`src/rtl/gpr_writeback.sv`:
```
// Writeback stage: arbitrates EXU/LSU results into an in-order FIFO and retires one GPR write per cycle.
// Optional macro GPR_WB_FWD_EN adds combinational forwarding ports that read the buffered entries.
module gpr_writeback #(
  parameter int DEPTH = 2,
  parameter int XLEN  = 32
) (
  input  logic            clk,
  input  logic            rst,
  input  logic            exu_valid,
  output logic            exu_ready,
  input  logic [4:0]      exu_rd,
  input  logic [XLEN-1:0] exu_data,
  input  logic            lsu_valid,
  output logic            lsu_ready,
  input  logic [4:0]      lsu_rd,
  input  logic [XLEN-1:0] lsu_data,
  input  logic            gpr_ready,
  output logic            gpr_we,
  output logic [4:0]      gpr_waddr,
  output logic [XLEN-1:0] gpr_wdata,
  output logic            wb_commit,
  output logic [4:0]      wb_commit_rd,
  output logic            wb_empty
`ifdef GPR_WB_FWD_EN
  ,
  input  logic [4:0]      fwd_rs1,
  input  logic [4:0]      fwd_rs2,
  output logic            fwd_hit1,
  output logic            fwd_hit2,
  output logic [XLEN-1:0] fwd_data1,
  output logic [XLEN-1:0] fwd_data2
`endif
);

  // DEPTH is a power of two, so pointers wrap by natural overflow.
  localparam int PW = (DEPTH > 1) ? $clog2(DEPTH) : 1;
  localparam int CW = $clog2(DEPTH + 1);

  logic [4:0]      rd_mem_q   [DEPTH];
  logic [XLEN-1:0] data_mem_q [DEPTH];

  logic [PW-1:0] wptr_q, wptr_d;
  logic [PW-1:0] rptr_q, rptr_d;
  logic [CW-1:0] count_q, count_d;

  logic            full;
  logic            empty;
  logic            push_lsu;
  logic            push_exu;
  logic            push;
  logic            pop;
  logic [4:0]      push_rd;
  logic [XLEN-1:0] push_data;
  logic [4:0]      head_rd;
  logic [XLEN-1:0] head_data;

  assign full  = (count_q == CW'(DEPTH));
  assign empty = (count_q == '0);

  // LSU has fixed priority; readies never look at gpr_ready.
  assign lsu_ready = !full;
  assign exu_ready = !full && !lsu_valid;

  assign push_lsu  = lsu_valid && lsu_ready;
  assign push_exu  = exu_valid && exu_ready;
  assign push      = push_lsu || push_exu;
  assign push_rd   = push_lsu ? lsu_rd   : exu_rd;
  assign push_data = push_lsu ? lsu_data : exu_data;

  assign head_rd   = empty ? 5'd0      : rd_mem_q[rptr_q];
  assign head_data = empty ? {XLEN{1'b0}} : data_mem_q[rptr_q];

  // Pop is suppressed while reset is asserted so nothing retires in the reset cycle.
  assign pop = !empty && gpr_ready && rst;

  assign gpr_we       = pop && (head_rd != 5'd0);
  assign gpr_waddr    = head_rd;
  assign gpr_wdata    = head_data;
  assign wb_commit    = pop;
  assign wb_commit_rd = head_rd;
  assign wb_empty     = empty;

  always_comb begin
    wptr_d  = wptr_q;
    rptr_d  = rptr_q;
    count_d = count_q;
    if (push) begin
      wptr_d = wptr_q + PW'(1);
    end
    if (pop) begin
      rptr_d = rptr_q + PW'(1);
    end
    if (push && !pop) begin
      count_d = count_q + CW'(1);
    end else if (pop && !push) begin
      count_d = count_q - CW'(1);
    end
  end

  always_ff @(posedge clk) begin
    if (!rst) begin
      wptr_q  <= '0;
      rptr_q  <= '0;
      count_q <= '0;
    end else begin
      wptr_q  <= wptr_d;
      rptr_q  <= rptr_d;
      count_q <= count_d;
    end
  end

  // Storage is not reset; occupancy is tracked by count_q alone.
  always_ff @(posedge clk) begin
    if (push) begin
      rd_mem_q[wptr_q]   <= push_rd;
      data_mem_q[wptr_q] <= push_data;
    end
  end

`ifdef GPR_WB_FWD_EN
  // Walk oldest to youngest so the youngest match wins.
  always_comb begin
    logic [PW-1:0] idx;
    idx       = '0;
    fwd_hit1  = 1'b0;
    fwd_hit2  = 1'b0;
    fwd_data1 = '0;
    fwd_data2 = '0;
    for (int i = 0; i < DEPTH; i++) begin
      idx = rptr_q + PW'(i);
      if (CW'(i) < count_q) begin
        if ((fwd_rs1 != 5'd0) && (rd_mem_q[idx] == fwd_rs1)) begin
          fwd_hit1  = 1'b1;
          fwd_data1 = data_mem_q[idx];
        end
        if ((fwd_rs2 != 5'd0) && (rd_mem_q[idx] == fwd_rs2)) begin
          fwd_hit2  = 1'b1;
          fwd_data2 = data_mem_q[idx];
        end
      end
    end
  end
`endif

endmodule

```
`config.mk`:
```
export PLATFORM = sky130hd
export DESIGN_NAME = gpr_writeback
export DESIGN_NICKNAME = d
export VERILOG_FILES = /design/src/rtl/gpr_writeback.sv
export SDC_FILE = /design/constraint.sdc
export NUM_CORES = 1
export LEC_CHECK = 0
export CAP_MARGIN = 20
export CORE_AREA = 2 2 80 82
export DETAILED_ROUTE_END_ITERATION = 8
export DIE_AREA = 0 0 82 84
export DONT_BUFFER_PORTS = 1
export GPL_ROUTABILITY_DRIVEN = 0
export PLACE_DENSITY = 0.85
export SLEW_MARGIN = 0
export SYNTH_ARGS = -nofsm -noshare
export SYNTH_HDL_FRONTEND = slang
export SYNTH_SLANG_ARGS = --single-unit
```
`constraint.sdc`:
```
create_clock -name clk -period 4.3 [get_ports clk]
set_input_delay 0.86 -clock clk [delete_from_list [all_inputs] [get_ports clk]]
set_output_delay 0.86 -clock clk [all_outputs]
set_load 0.03 [all_outputs]
```
# Yosys cells after proc, flatten, opt, wreduce, memory -nomap -nowiden
# Memories as Yosys holds them, arrays and structs flattened. A register that Yosys moved wholly into a read port is not among the register bits.
# Index checks and enable logic that the tools add are counted.
[word_totals] latchBits=0 out_inout_bits=47 inputBits=79 ff_bits=4 mem_bits_rw=74 wordCells=39 memories=2 romBits=0
[op_classes] mul=0 n_div=0 shift=0 add_sub_neg=4 muxes=12 bitwise=0 n_lt_le_gt_ge=0 reduce_logical=17 n_eq_ne=1
[mem_list] memory="data_mem_q" words=2 word_bits=32 rd=1 rd_clocked_by_memory_dff=1 wr=1 line="40" source="logic [XLEN-1:0] data_mem_q [DEPTH];"
[mem_list] memory="rd_mem_q" words=2 word_bits=5 rd=1 rd_clocked_by_memory_dff=1 wr=1 line="39" source="logic [4:0] rd_mem_q [DEPTH];"
[ops] cell="$mux W32" n=2
[ops] cell="$mux W5" n=2
[ops] cell="$logic_and A1 B1 Y1" n=8
[ops] cell="$mux W1" n=6
[ops] cell="$logic_not A1 Y1" n=5
[ops] cell="$reduce_bool A5 Y1" n=1
[ops] cell="$mux W2" n=2
[ops] cell="$add A1 B1 Y1 const B" n=2
[ops] cell="$add A2 B1 Y2 const B" n=1
[ops] cell="$eq A2 B2 Y1 const B" n=1
[ops] cell="$logic_not A2 Y1" n=1
[ops] cell="$reduce_bool A2 Y1" n=1
[ops] cell="$sub A2 B1 Y2 const B" n=1
[ops] cell="$logic_or A1 B1 Y1" n=1

# Logic depth before layout (Yosys ltp)
# Gate-level depths: netlist (run 1).
[depth] word_depth=9 ltp_mapped=6 depth_no_buf=6

# Least setup slack after synthesis (run 1)
# No wires, ideal clock.
[synth_path] kind="input -> register" start="in lsu_valid" end="mem data_mem_q[0][0] (enable)" path_slack_ns=0.323 cell_stages=2 setup_time_ns=0.480 arrival_time_ns=3.497 path_buffers=0 path_cell_list="nor2_1 > nor3_1"
[synth_via] elab_chain_len=6
[synth_lines] item="start: declaration" line="13" source="input logic lsu_valid,"
[synth_lines] item="$logic_not A1 Y1" line="62" source="assign exu_ready = !full && !lsu_valid;"
[synth_lines] item="$logic_and A1 B1 Y1" line="62"
[synth_lines] item="$logic_and A1 B1 Y1" line="65" source="assign push_exu = exu_valid && exu_ready;"
[synth_lines] item="$logic_or A1 B1 Y1 (*)" line="66" source="assign push = push_lsu || push_exu;"
[synth_lines] item="$mux W1 (*)" line="114" source="if (push) begin"
[synth_lines] item="$mux W1 (implied by the code) (*)" line="116" source="data_mem_q[wptr_q] <= push_data;"
[synth_lines] item="end: declaration" line="40"
# Mark *: on every way between the ends. The rest lies on a longest branch, timed or not.

==> results of run 1 <==
[placed cells by master (no fill, tap or decap)]
cell type	n
inv_4	1
o21ai_0	2
or2_2	1
clkinv_2	2
nor3_2	1
buf_4	6
xor2_1	3
mux2i_1	37
a21oi_1	1
or3_1	1
bufinv_16	3
o21a_1	2
a31oi_1	1
mux2_2	7
mux2_4	30
nor2_4	1
nor2b_4	1
ha_1	1
clkbuf_8	9
dfxtp_2	1
clkinvlp_4	1
inv_1	2
nand2_8	1
clkinv_1	1
and2_2	1
o31a_1	1
dfxtp_1	4
edfxtp_1	74
nor2_1	43
[Yosys cell counts]
cell,count,area share
inv_4,1,0.0017
o21ai_0,2,0.0027
o21a_1,2,0.0041
inv_1,2,0.0020
ha_1,1,0.0034
buf_12,3,0.016
mux2i_1,37,0.10
a21oi_1,1,0.0014
nor2_1,44,0.045
xor2_1,3,0.0071
nand2_8,1,0.0054
nor2b_4,1,0.0037
or3_1,1,0.0017
o31a_1,1,0.0024
mux2_2,7,0.021
nor3_1,1,0.0014
and2_1,1,0.0017
mux2_4,30,0.12
edfxtp_1,74,0.60
a31oi_1,1,0.0017
buf_4,5,0.010
or2_2,1,0.0017
buf_2,8,0.011
dfxtp_1,5,0.027
[worst paths after layout]
| check | slack (ps) | endpoint | from |
|---|---|---|---|
| worst max-delay path | 870 | gpr_we | register |
| worst min register to register | 510 | rptr_q | rptr_q |
| worst max register to register | 2360 | data_mem_q[1][5] | count_q[0] |
| worst min-delay path | 510 | rptr_q | rptr_q |
[flip-flops by register name (all words and copies together) (netlist names), named ones only]
name / count
data_mem_q: 64
rd_mem_q: 10
count_q: 2
rptr_q: 1
wptr_q: 1
[critical path: cells and delay by family (launching register included)]
family / cells / cell delay [ps]
simple gates: 1 / 900
mux: 1 / 160
flops: 1 / 720
compound gates: 1 / 460
[area by class of cell]
cell class	count	area (sq um)	share of cell area
Multi-Input combinational cell	135	1220	0.310
Tap cell	77	96.3	0.0245
Timing Repair Buffer	6	45.0	0.0115
Clock inverter	7	111	0.0283
Sequential cell	79	2320	0.591
Clock buffer	9	124	0.0315
Inverter	3	13.8	0.00350
[logic make-up (layout without fill, tap and decap cells)]
kind of cell	after synthesis	in the layout	share of synthesized area
DFF	79	79	0.631
AOI/OAI and AO/OA	7	7	0.0122
and+or+nand+nor	50	50	0.0605
muxes	74	74	0.244
buffers and inverters	19	25	0.0411
adders and majority gates	1	1	0.00340
xor gates and xnor gates	3	3	0.00714
[power groups by stage]
stage          registers [mW]  clock network [mW]  logic (mW)
3_3_place_gp             1.21                   0        1.12
2_1_floorplan            1.17                   0        1.06
3_5_place_dp             1.22                   0        1.14
6_report                 1.20               0.626        1.12
5_1_grt                  1.23               0.672        1.21
4_1_cts                  1.21               0.641        1.14
[layer usage]
layer,up-vias,wire [um],GRT usage
met5,-,0,0
met4,0,125,0.0833
met2,64,3120,0.296
met1,864,2200,0.200
li1,849,-,-
met3,12,309,0.0325
==> summary.md, run 1 <==
| Metric | Value |
|---|---|
| CP cell instances | mux2i_1 -> nor2_1 -> o31a_1 |
| Setup ws final | 869 ps |
| Mapped Avg Cell Area | 15.8 sq um |
| Library cells used by synthesis | 24 |
| Combinational power share | 0.380 |
| Worst path arrival time | 2570 ps |
| Placed Instances | 300 |
| CTS resizes | 0 |
| Clock Path Buffers | 2 |
| Outcome | finished, final reports clean |
| Final Instance Area | 3930 sq um |
| CP max FO | 20 |
| Worst hold path class | reg2reg |
| Setup Buffers After CTS | 0 |
| Initial antenna violation count | 0 |
| Setup TNS | 0 ps |
| Final nets | 314 |
| Tot GR Track Use | 0.171 |
| Clock root cell | clkbuf_8 |
| Via density | 5.66 |
| Clk_skew | 3.85 ps |
| Mapped Cells | 233 |
| Slew @ Worst Pin | 1170 ps |
| Die area | 6890 sq um |
| Final setup fails | 0 |
| TritonCTS buffer count | 9 |
| RSZ-0062 raised after global routing | false |
| Site row count | 29 |
| CTS H-tree lvls | 3 |
| Switching share of total power | 0.394 |
| Starting Density | 0.604 |
| IO Count | 126 |
| Total Wirelength | 5750 um |
| Post-route ant nets | 0 |
| Area grow syn2layout | 6.90% |
| Clock group share of total power | 0.212 |
| DR pass1 iterations | 4 |
| Switch Pwr | 1.16 mW |
| Post-Syn Nets | 313 |
| Post-Syn Area | 3680 sq um |
| Overall Power | 2.95 mW |
| WL/cell | 18.2 um |
| Vias in the first global route | 1741 |
| Largest net degree at the start of global routing | 38 |
| Core Region | 6100 sq um |
| Die height | 84 um |
| Leakage Power | 1.43 nW |
| Worst hold stages | 2 |
| Layout cells sized above 1 | 0.276 |
| Slew HR | 0.217 |
| Finished Layout Cells | 316 |
| Fin crit share | 0.798 |
| Internal | 1.79 mW |
| Fin. Hold Viols | 0 |
| I/O Buffers | 0 |
| Drt first-iter violations | 94 |
| First-pass GRT wire length | 8560 um |
| Sequential share of the synthesized area | 0.631 |
| Worst path required time | 3440 ps |
| Hold buffers post-CTS | 0 |
| Seq cells post-synth | 79 |
| Critical Path Max Stage Delay | 900 ps |
| Critical path class | reg2out |
| Global route overflow | 0 |
| Fin. max-slew vios | 0 |
| CP max stage cell | nor2_1 |
| CP endpoint kind | output pin |
| Cell Area, Placed | 3700 sq um |
| CTS tree | done |
| Sequential Power Share | 0.407 |
| Hold slack | 505 ps |
| Ys Warns | 0 |
| Utilization after layout | 0.645 |
| CTS Sinks | 79 |
| Die Width | 82 um |
| Worst-path clk slew | 70 ps |
| Pwr Density | 750 nW/um^2 |
| Antenna cell count | 0 |
| DRC | 0 |
| Layout fillers | 444 |
| DP Worst Slack | 1200 ps |
| Clock latency on the worst-skew pair | 330 ps |
| Fmax | 291 MHz |
| Startpoint types | register |
| DP HPWL | 3850 um |
| Final min period | 3430 ps |
| Max-Cap Viols | 0 |
| DR vias | 1789 |
| R2R depth | 3 |
| Worst VDD drop | 0.426 mV |
(Power assumes the default switching activity.)
==> run 2: changes to the inputs <==
--- a/config.mk
+++ b/config.mk
@@ -6,12 +6,12 @@
 export NUM_CORES = 1
 export LEC_CHECK = 0
 export CAP_MARGIN = 20
-export CORE_AREA = 2 2 80 82
+export CORE_AREA = 2 2 84 86
 export DETAILED_ROUTE_END_ITERATION = 8
-export DIE_AREA = 0 0 82 84
+export DIE_AREA = 0 0 86 88
 export DONT_BUFFER_PORTS = 1
 export GPL_ROUTABILITY_DRIVEN = 0
-export PLACE_DENSITY = 0.85
+export PLACE_DENSITY = 0.82
 export SLEW_MARGIN = 0
 export SYNTH_ARGS = -nofsm -noshare
 export SYNTH_HDL_FRONTEND = slang
==> constraint.sdc (replaced) <==
create_clock -name clk -period 2.8 [get_ports clk]
set_input_delay 0.56 -clock clk [delete_from_list [all_inputs] [get_ports clk]]
set_output_delay 0.56 -clock clk [all_outputs]
set_load 0.03 [all_outputs]
==> run 2 against run 1 <==
Sequential power increased by 53%. Sequential cell count unchanged. First-iteration DRC count decreased by 43%. Wire length increased by 4.0%. Critical endpoint is now gpr_wdata[15]. Largest power group unchanged.
==> summary.md, run 2 (same netlist as run 1, synthesis figures left out) <==
| Metric | Value |
|---|---|
| Outcome | finished, final reports clean |
| Final min period | 2490 ps |
| Setup TNS | 0 ps (unchanged) |
| Worst path required time | 2240 ps (-1200 ps) |
| Tot GR Track Use | 0.155 (-0.0162) |
| Die height | 88 um (+4.8%) |
| DR vias | 1808 (+1.1%) |
| Core Region | 6640 sq um (+9.0%) |
| Fin crit share | 0.888 |
| Starting Density | 0.554 (-0.0498) |
| DRC | 0 (unchanged) |
| Largest register FFs | 64 (unchanged) |
| Leakage Power | 1.44 nW (+0.84%) |
| Post-route ant nets | 0 (unchanged) |
| Max-Cap Viols | 0 (unchanged) |
| RSZ-0062 raised after global routing | false |
| CTS tree | done |
| DP HPWL | 4030 um (+4.9%) |
| Worst hold path class | in2reg |
| Fin. Hold Viols | 0 (unchanged) |
| Area grow syn2layout | 7.82% |
| Antenna cell count | 0 (unchanged) |
| Clock root cell | clkbuf_8 |
| Setup Buffers After CTS | 0 (unchanged) |
| CP endpoint kind | output pin |
| Hold buffers post-CTS | 0 (unchanged) |
| Worst path arrival time | 1930 ps (-640 ps) |
| Final nets | 320 (+1.9%) |
| Finished Layout Cells | 325 (+2.8%) |
| Clock latency on the worst-skew pair | 340 ps (about the same) |
| DR pass1 iterations | 4 (unchanged) |
| TritonCTS buffer count | 9 (unchanged) |
| Worst VDD drop | 0.467 mV (+9.5%) |
| CTS resizes | 0 (unchanged) |
| Slew @ Worst Pin | 594 ps (-577 ps) |
| Vias in the first global route | 1802 (+3.5%) |
| Die Width | 86 um (+4.9%) |
| Most frequent cells in the layout | 74 x edfxtp_1, 43 x nor2_1, 37 x mux2i_1, 30 x mux2_4, 12 x buf_4 |
| Biggest register | data_mem_q |
| Slew HR | 0.603 (+0.386) |
| CTS H-tree lvls | 3 (unchanged) |
| Via density | 5.56 (-1.7%) |
| Site row count | 30 (+3.4%) |
| CP max FO | 19 (-5.0%) |
| CTS Sinks | 79 (unchanged) |
| Worst-path clk slew | 80 ps (about the same) |
| Fmax | 402 MHz |
| Layout cells sized above 1 | 0.290 (+0.0136) |
| Die area | 7570 sq um (+9.9%) |
| Pwr Density | 1140 nW/um^2 (+52%) |
| Final setup fails | 0 (unchanged) |
| Fin. max-slew vios | 0 (unchanged) |
| Placed Instances | 309 (+3.0%) |
| Clk_skew | 7.39 ps (+3.54 ps) |
| Top flop regs | data_mem_q: 64 flops, rd_mem_q: 10 flops, count_q: 2 flops |
| Largest net degree at the start of global routing | 39 (+2.6%) |
| IO Count | 126 (unchanged) |
| I/O Buffers | 0 (unchanged) |
| Drt first-iter violations | 54 (-43%) |
| Startpoint types | register |
| Clock Path Buffers | 2 (unchanged) |
| First-pass GRT wire length | 8520 um (-0.48%) |
| WL/cell | 18.4 um (+1.1%) |
| Initial antenna violation count | 0 (unchanged) |
| Most common cell after layout, fill and taps aside | edfxtp_1 |
| Critical path class | reg2out |
| Global route overflow | 0 (unchanged) |
| Total Wirelength | 5980 um (+4.0%) |
-- run 2: per-stage QoR --
stage | area, sq um | worst slack [ps] | hold slack, ps | total power, mW | util
finish | 3970 | 313 | 334 | 4.52 | 0.597
floorplan | 3680 | 288 | 472 | 3.43 | -
CTS | 3970 | 269 | 320 | 4.59 | 0.597
detailed placement | 3750 | 651 | 494 | 3.69 | 0.565
global placement | 3750 | 679 | 490 | 3.64 | 0.565
global route | 3970 | 181 | 320 | 4.75 | 0.597
-- run 2: critical path, cell delays in order, from the launching register on --
cell     delay [ps]
dfxtp_2         570
buf_4           400
mux2i_1         130
nor2_1          470
-- run 2: per-layer routing --
metal | global-route usage | vias to the layer above | share of wire
met5 | 0 | - | 0
met2 | 0.266 | 73 | 0.53
met4 | 0.0707 | 0 | 0.013
met1 | 0.178 | 866 | 0.40
met3 | 0.0500 | 7 | 0.063
li1 | - | 862 | -
-- run 2: path summary, 6_finish.rpt --
| check | from | to | slack, ps | cells after the start |
|---|---|---|---|---|
| setup / recovery | register | gpr_wdata[15] | 310 | 3 |
| hold / removal | rst | wptr_q | 330 | 1 |
| setup reg to reg | count_q[0] | data_mem_q[1][17] | 860 | 4 |
| hold reg to reg | rptr_q | rptr_q | 520 | 2 |
-- run 2: layout make-up --
cell class,instances,area [sq um]
fill,509,2680
sequential,79,2320
multi-input combinational,135,1230
clock buffer,11,131
tap,80,100
timing repair buffer,12,90.1
clock inverter,5,82.6
inverter,3,13.8
-- run 2: power breakdown --
group	leakage, nW	internal (mW)	switching (mW)
Sequential	0.746	1.70	0.132
Combinational	0.603	0.505	1.29
Clock	0.0958	0.502	0.393
==> run 3: changes to the inputs <==
--- a/config.mk
+++ b/config.mk
@@ -12,6 +12,7 @@
 export DONT_BUFFER_PORTS = 1
 export GPL_ROUTABILITY_DRIVEN = 0
 export PLACE_DENSITY = 0.82
+export RECOVER_POWER = 100
 export SLEW_MARGIN = 0
 export SYNTH_ARGS = -nofsm -noshare
 export SYNTH_HDL_FRONTEND = slang
==> run 3 against run 2 <==
Count of clock-buffer cells in the layout unchanged. Critical endpoint is now gpr_we. Hold slack got worse by 1.9 ps. Clock power about the same. Combinational power decreased by 6%. Cell count unchanged. Critical path depth increased by 2. Die area unchanged.
==> summary.md, run 3 (same netlist as run 1, synthesis figures left out) <==
| Metric | Value |
|---|---|
| Largest net degree at the start of global routing | 39 (unchanged) |
| Die Width | 86 um (unchanged) |
| Global Route met2 Usage | 0.266 (unchanged) |
| DR pass1 iterations | 4 (unchanged) |
| Die area | 7570 sq um (unchanged) |
| CP max stage cell | dfxtp_1 |
| Combinational power share | 0.382 (-0.016) |
| Area grow syn2layout | 3.71% |
| CP endpoint kind | output pin |
| Fin. Hold Viols | 0 (unchanged) |
| TritonCTS buffer count | 9 (unchanged) |
| CTS Sinks | 79 (unchanged) |
| IO Count | 126 (unchanged) |
| Startpoint types | register |
| Switching share of total power | 0.409 (+0.00718) |
| Clock root cell | clkbuf_8 |
| R2R Setup Slk | 500 ps (-360 ps) |
| CTS resizes | 0 (unchanged) |
| Initial antenna violation count | 0 (unchanged) |
| Drt first-iter violations | 56 (+3.7%) |
| CTS tree | done |
| Placed Instances | 309 (unchanged) |
| Worst R2R Start | count_q[0] |
| Starting Density | 0.554 (unchanged) |
| Min-Delay Endpoint | wptr_q |
| I/O Buffers | 0 (unchanged) |
| Clock latency on the worst-skew pair | 340 ps (about the same) |
| CP cell instances | o21ai_0 -> or2_2 -> inv_1 -> o31a_1 -> clkbuf_1 |
| WL/cell | 18.9 um (+2.8%) |
| Pwr Density | 1160 nW/um^2 (+1.5%) |
| CTS H-tree lvls | 3 (unchanged) |
| Worst hold stages | 1 (unchanged) |
| Internal | 2.61 mW (-3.5%) |
| Layout cells sized above 1 | 0.122 (-0.167) |
| GR Util met3 | 0.0500 (unchanged) |
| Slew @ Worst Pin | 999 ps (+406 ps) |
| Switch Pwr | 1.81 mW (-0.61%) |
| Final nets | 320 (unchanged) |
| Worst path required time | 2240 ps (about the same) |
| Total Wirelength | 6150 um (+2.8%) |
| Hold buffers post-CTS | 0 (unchanged) |
| Worst VDD drop | 0.467 mV (about the same) |
| Clk_skew | 9.21 ps (+1.82 ps) |
| Max-Cap Viols | 0 (unchanged) |
| Core Region | 6640 sq um (unchanged) |
| Slew HR | 0.334 (-0.269) |
| Global route overflow | 0 (unchanged) |
| CP max FO | 5 (-14) |
| Setup Buffers After CTS | 0 (unchanged) |
| Antenna cell count | 0 (unchanged) |
| Finished Layout Cells | 325 (unchanged) |
| Critical Path Max Stage Delay | 470 ps (-100 ps) |
| RSZ-0062 raised after global routing | false |
| Tot GR Track Use | 0.155 (unchanged) |
| Leakage Power | 1.30 nW (-10%) |
| Top flop regs | data_mem_q: 64 flops, rd_mem_q: 10 flops, count_q: 2 flops |
| Vias in the first global route | 1802 (unchanged) |
| Layout fillers | 547 (+7.5%) |
| Critical path class | reg2out |
| Clock Path Buffers | 2 (unchanged) |
| DRC | 0 (unchanged) |
| Fin. max-slew vios | 0 (unchanged) |
| Worst Hold Launch | rst |
| DP HPWL | 4030 um (unchanged) |
| Largest register FFs | 64 (unchanged) |
| Final setup fails | 0 (unchanged) |
| Die height | 88 um (unchanged) |
| Outcome | finished, final reports clean |
| DR vias | 1795 (-0.72%) |
| Worst hold path class | in2reg |
| Most common cell after layout, fill and taps aside | edfxtp_1 |
| Site row count | 30 (unchanged) |
| Sequential Power Share | 0.415 (+0.011) |
| Via density | 5.52 (-0.72%) |
| Worst-path clk slew | 80 ps (about the same) |
| Most used routing layer | met2 |
| Fmax | 389 MHz (-3.2%) |
| Post-route ant nets | 0 (unchanged) |
| Setup TNS | 0 ps (unchanged) |
| Clock group share of total power | 0.203 (+0.005) |
| First-pass GRT wire length | 8520 um (unchanged) |
| FF-to-FF End | data_mem_q[1][12] |
| Final min period | 2570 ps (+81.3 ps) |
| Biggest register | data_mem_q |
| Met1 GRT Util | 0.178 (unchanged) |
| Fin crit share | 0.917 (+0.0290) |
| R2R depth | 4 (unchanged) |
| Worst path arrival time | 2010 ps (+80 ps) |
| Most frequent cells in the layout | 74 x edfxtp_1, 43 x nor2_1, 37 x mux2i_1, 36 x mux2_1, 9 x clkbuf_8 |
-- run 3: per-stage QoR --
step	power, mW	area [sq um]	util	hold slack [ps]	setup WS [ps]
2_1_floorplan	3.43	3680	-	472	288
3_3_place_gp	3.64	3750	0.565	490	679
3_5_place_dp	3.69	3750	0.565	494	651
4_1_cts	4.59	3970	0.597	320	269
5_1_grt	4.64	3820	0.574	320	100
6_report	4.42	3820	0.574	332	232
-- run 3: critical path, delay by kind of cell (launching register included) --
| kind | cells | cell delay (ps) |
|---|---|---|
| buffers and inverters | 2 | 550 |
| and+or+nand+nor | 1 | 310 |
| DFF | 1 | 470 |
| AOI/OAI and AO/OA | 2 | 350 |
-- run 3: area by class of cell --
type | instances | area (sq um) | area share
clock buffer | 11 | 131 | 0.0344
multi-input combinational | 135 | 1100 | 0.287
sequential | 79 | 2320 | 0.609
tap | 80 | 100 | 0.0262
clock inverter | 5 | 82.6 | 0.0216
timing repair buffer | 12 | 68.8 | 0.0180
inverter | 3 | 13.8 | 0.00361
-- run 3: worst max-delay path by stage --
stage	end	startpoint
3_3_place_gp	gpr_waddr[1]	count_q[0]
6_report	gpr_we	count_q[0]
5_1_grt	gpr_we	count_q[0]
4_1_cts	gpr_wdata[15]	register
2_1_floorplan	data_mem_q[0][0]	lsu_valid
3_5_place_dp	gpr_wdata[15]	register
-- run 3: per-layer routing --
metal | share of wire | up-vias
li1 | - | 862
met1 | 0.42 | 853
met2 | 0.50 | 73
met3 | 0.061 | 7
met4 | 0.012 | 0
met5 | 0 | -
-- run 3: power by group through the flow --
stage / clock (mW) / sequential, mW / combinational, mW
after global routing: 0.971 / 1.87 / 1.81
after CTS: 0.921 / 1.84 / 1.83
final: 0.898 / 1.83 / 1.69
after detailed placement: 0 / 1.86 / 1.83
after floorplan: 0 / 1.79 / 1.63
after global placement: 0 / 1.84 / 1.80
